--- src/rtl/pipe_stage_hs.sv ---
// Pipeline-boundary register with valid/ready handshake, optional two-entry skid buffer,
// synchronous flush that leaves a bubble, and a saturating bubble counter.
module pipe_stage_hs #(
  parameter int unsigned       DATA_W      = 32,
  parameter bit                SKID        = 1'b1,
  parameter logic [DATA_W-1:0] NOP_VAL     = '0,
  parameter bit                BUBBLE_ZERO = 1'b1,
  parameter int unsigned       CNT_W       = 16
) (
  input  logic              clock,
  input  logic              reset,
  input  logic              in_valid,
  output logic              in_ready,
  input  logic [DATA_W-1:0] in_data,
  output logic              out_valid,
  input  logic              out_ready,
  output logic [DATA_W-1:0] out_data,
  input  logic              flush,
  input  logic              count_clr,
  output logic [CNT_W-1:0]  bubble_count
);

  typedef enum logic [1:0] {EMPTY, ONE, TWO} state_e;

  localparam logic [CNT_W-1:0] CNT_MAX = '1;

  state_e            state_q, state_d;
  logic [DATA_W-1:0] main_q, main_d;
  logic [DATA_W-1:0] skid_q, skid_d;
  logic              rdy_q, rdy_d;
  logic [CNT_W-1:0]  cnt_q, cnt_d;
  logic              in_xfer, out_xfer;

  assign out_valid    = (state_q != EMPTY);
  // Without a skid entry, readiness must follow out_ready in the same cycle.
  assign in_ready     = SKID ? rdy_q : (out_ready | ~out_valid);
  assign in_xfer      = in_valid & in_ready;
  assign out_xfer     = out_valid & out_ready;
  assign out_data     = main_q;
  assign bubble_count = cnt_q;

  always_comb begin
    state_d = state_q;
    main_d  = main_q;
    skid_d  = skid_q;
    if (flush) begin
      state_d = EMPTY;
    end else begin
      case (state_q)
        EMPTY: begin
          if (in_xfer) begin
            state_d = ONE;
            main_d  = in_data;
          end
        end
        ONE: begin
          if (in_xfer && out_xfer) begin
            main_d = in_data;
          end else if (in_xfer) begin
            state_d = TWO;
            skid_d  = in_data;
          end else if (out_xfer) begin
            state_d = EMPTY;
          end
        end
        TWO: begin
          // Older payload is in main; the parked one moves up so order stays FIFO.
          if (out_xfer) begin
            state_d = ONE;
            main_d  = skid_q;
          end
        end
        default: state_d = EMPTY;
      endcase
    end
    if (BUBBLE_ZERO && (state_d == EMPTY)) begin
      main_d = NOP_VAL;
    end
  end

  always_comb begin
    rdy_d = (state_d != TWO);
    cnt_d = cnt_q;
    if (count_clr) begin
      cnt_d = '0;
    end else if (!out_valid && (cnt_q != CNT_MAX)) begin
      cnt_d = cnt_q + 1'b1;
    end
  end

  always_ff @(posedge clock or negedge reset) begin
    if (!reset) begin
      state_q <= EMPTY;
      main_q  <= NOP_VAL;
      rdy_q   <= 1'b1;
      cnt_q   <= '0;
    end else begin
      state_q <= state_d;
      main_q  <= main_d;
      rdy_q   <= rdy_d;
      cnt_q   <= cnt_d;
    end
  end

  // Skid payload is only meaningful while state is TWO, so it needs no reset.
  always_ff @(posedge clock) begin
    skid_q <= skid_d;
  end

endmodule
--- config.mk ---
export PLATFORM = sky130hd
export DESIGN_NAME = pipe_stage_hs
export DESIGN_NICKNAME = d
export VERILOG_FILES = /design/src/rtl/pipe_stage_hs.sv
export SDC_FILE = /design/constraint.sdc
export NUM_CORES = 1
export LEC_CHECK = 0
export CAP_MARGIN = 5
export CORE_UTILIZATION = 40
export DETAILED_ROUTE_END_ITERATION = 8
export GPL_ROUTABILITY_DRIVEN = 0
export HOLD_SLACK_MARGIN = 0.06
export PLACE_DENSITY_LB_ADDON = 0.25
export SYNTH_ARGS = -nofsm -noshare
export SYNTH_HDL_FRONTEND = slang
export SYNTH_SLANG_ARGS = --single-unit
--- constraint.sdc ---
create_clock -name clock -period 5.2 [get_ports clock]
set_input_delay 1.04 -clock clock [delete_from_list [all_inputs] [get_ports clock]]
set_output_delay 1.04 -clock clock [all_outputs]
set_load 0.01 [all_outputs]
==> results by group <==
Run status
  – Status: complete, no violations

Clocking
  – Reg clk slew, reported paths: 0.08 ns
  – Skew-Pair Late Insertion Delay: 0.35 ns
  – Root Driver: clkbuf_8
  – # hold bufs at CTS: 0
  – Inserted Clock Buffers: 9
  – Clock Path Buffers: 2
  – Htree depth: 3
  – Setup Fix Bufs, Post-CTS: 0
  – Clk sinks: 83
  – CTS tree: done
  – CTS resizes: 0

Finish
  – Nets@finish: 420
  – Area of the multi-input gates: about 1300 sq um
  – Fill cells: 741
  – Area grow syn2layout: 31.7%
  – Register Area: between 2000 and 2500 sq um
  – Commonest non-fill, non-tap cell in the layout: clkdlybuf4s50_1
  – Layout cells sized above 1: 7.07%
  – Ant. Diodes: 0
  – Most frequent cells in the layout: 86 x clkdlybuf4s50_1, 50 x nor2_1, 50 x dfrtp_1, 34 x mux2i_1, 34 x a211oi_1

Synthesis
  – Area contributors post-synth: dfrtp_1 34%, edfxtp_1 26%, mux2i_1 9.4%
  – Syn nets: 336
  – Top-area cell type share of the netlist area: 34.4%
  – Sequential area share after synthesis: 61.5%
  – Mapped Cells: 293
  – Yosys warns: 0
  – Syn Std Cell Area: 3640 sq um
  – Netlist cell types: 39
  – Synth Flop Type: dfrtp_1
  – #FFs+latches synth: between 80 and 90
  – Async set or reset register ratio after synthesis: 61.4%
  – Area leader, netlist: dfrtp_1
  – Avg Cell Area, Syn: ~12 sq um
  – Number of flops mapped to enable cells by yosys: 32

Floorplanning
  – Die area: 9480 sq um
  – Die width: 97.4 microns
  – Ports: 88
  – Initial core utilization: 41.5%
  – FP Rows: 34
  – Core area: a little under 9000 sq um
  – Die height: 97.4 microns

Min path
  – Hold EP: bubble_count[8]$_DFFE_PN0P_
  – Min-delay src: bubble_count[8]$_DFFE_PN0P_
  – Worst Hold Depth: 1
  – Hold Crit Class: reg2reg

Worst setup path
  – End of the worst register-to-register path: out_data[15]$_DFFE_PN0P_
  – CP max FO: 11
  – Register-to-Register Path Depth: 7
  – Startpoint types: flop
  – R2R Setup Slk: 2.44 ns
  – Reg2reg start: state_q[0]$_DFF_PN0_
  – Arrival time at the worst endpoint: approximately 1.9 ns
  – Critical path type: reg2out
  – CP required: 4.16 ns
  – Endpoint class of the critical path: output port

Global routing
  – First-pass GRT wire length: 12.3 mm
  – Total track usage: 16.5%
  – Initial antenna violation count: 0
  – Vias in the first global route: around 2500
  – Gr ovfl total: 0
  – Largest net degree at the start of global routing: 65

Place
  – IO buf count: 87
  – Placed wire-length estimate: roughly 4.9 mm

STA
  – Fmax: 0.338 GHz
  – Tcrit/Tclk final: 56.9%
  – Unrepaired setup endpoints after global routing: no
  – Setup TNS: 0 ns
  – Max-Slew Margin vs Limit: 26.5%
  – Max Transition Viols Final: 0
  – Min Tclk post-route: 2.96 ns
  – Actual slew at the worst max-slew pin: roughly 1.1 ns
  – Clk_skew: approximately 0.01 ns
  – Hold Vio Cnt, Final: 0
  – Endpoints failing setup: 0

Route
  – Vias: 2528
  – Final WL: 7.43 mm
  – Vias per cell: 5.16
  – 1st-pass router iterations: 4
  – Drt wl/cell: 15.2 microns
  – Final ANT Viol Nets: 0
  – DRC violations left: 0
  – Initial drt markers: 77

Flow run
  – MaxCap Viol Count: 0

Pwr
  – Total power: roughly 1.7 mW
  – Cell area power density: 360 nW/um^2
  – Peak VDD IR: 180 uV
  – P_leak: between 1.5 and 2 nW
## through the flow
stage	instances	setup WS, ns	instance area (sq um)	hold slack (ns)	utilization [%]
after floorplan	293	2.09	3640	0.547	-
final	490	2.24	4790	0.546	54.7
after global routing	490	2.16	4790	0.565	54.7
after global placement	474	2.14	4600	0.515	52.5
after detailed placement	474	2.06	4600	0.542	52.5
after CTS	490	2.21	4790	0.553	54.7
## how the worst max path moves through the flow
| stage | from | to | slack (ns) | cells past startpoint |
|---|---|---|---|---|
| after floorplan | in_valid | skid_q[0]$_DFFE_PP_ | 2.09 | 3 |
| after detailed placement | in_valid | out_data[4]$_DFFE_PN0P_ | 2.06 | 6 |
| after global placement | in_valid | out_data[23]$_DFFE_PN0P_ | 2.14 | 6 |
| after CTS | state_q[0]$_DFF_PN0_ | out_valid | 2.21 | 4 |
| final | state_q[0]$_DFF_PN0_ | out_valid | 2.24 | 4 |
| after global routing | state_q[0]$_DFF_PN0_ | out_valid | 2.16 | 4 |
## logic make-up (layout without fill, tap and decap cells)
logic type      Yosys count  count (layout)  share of synthesized area, %
fa+ha+maj                 5               5                          1.72
simple gates             84              84                          10.7
mux                      34              34                          9.36
flops                    83              83                          61.5
xor+xnor                 14              14                          3.37
buf+inv                  20             109                          2.51
compound gates           53              53                          10.8
## layer usage
| layer | GRT usage [%] | vias up | wire length [microns] |
|---|---|---|---|
| met5 | 0 | - | 0 |
| met1 | 21.5 | 1216 | 3410 |
| met3 | 4.17 | 9 | 360 |
| met2 | 25.9 | 61 | 3530 |
| met4 | 7.47 | 0 | 134 |
| li1 | - | 1242 | - |
## final cells by class
cell class                      count  share of cell area (%)
Tap cell                          108                    2.82
Inverter                            4                   0.313
Clock inverter                      6                    1.36
Sequential cell                    83                    46.7
Multi-Input combinational cell    190                    27.7
Clock buffer                       10                    2.66
Timing Repair Buffer               89                    18.4
## state kept, by name (all words and copies together), names as in the netlist
register and count:
out_data 32, skid_q 32, bubble_count 16, state_q 2, in_ready 1
## worst max-delay path, cell delays in order (launching register included)
cell and delay, ns:
dfrtp_1 0.47, inv_1 0.10, ha_1 0.35, inv_1 0.12, clkdlybuf4s50_1 0.54
## where the power goes
group	internal [mW]	switching (mW)	leakage [nW]
combinational	0.220	0.239	0.695
sequential	0.755	0.0495	0.984
clock	0.223	0.238	0.0966
total	1.20	0.527	1.78
## cell usage after synthesis, drive strengths merged (2+ instances only)
cell    number
dfrtp       50
xnor2        5
edfxtp      32
inv          4
a211oi      34
nor2        51
clkbuf       5
o21ai        4
mux2i       34
nor3         2
nand3        6
xor2         9
and3         2
nand2        6
a21oi        4
buf         11
a31oi        4
and4         2
nand4b       2
ha           5
and2         2
nand4        7
No activity file was read; power rests on OpenSTA's default activity.
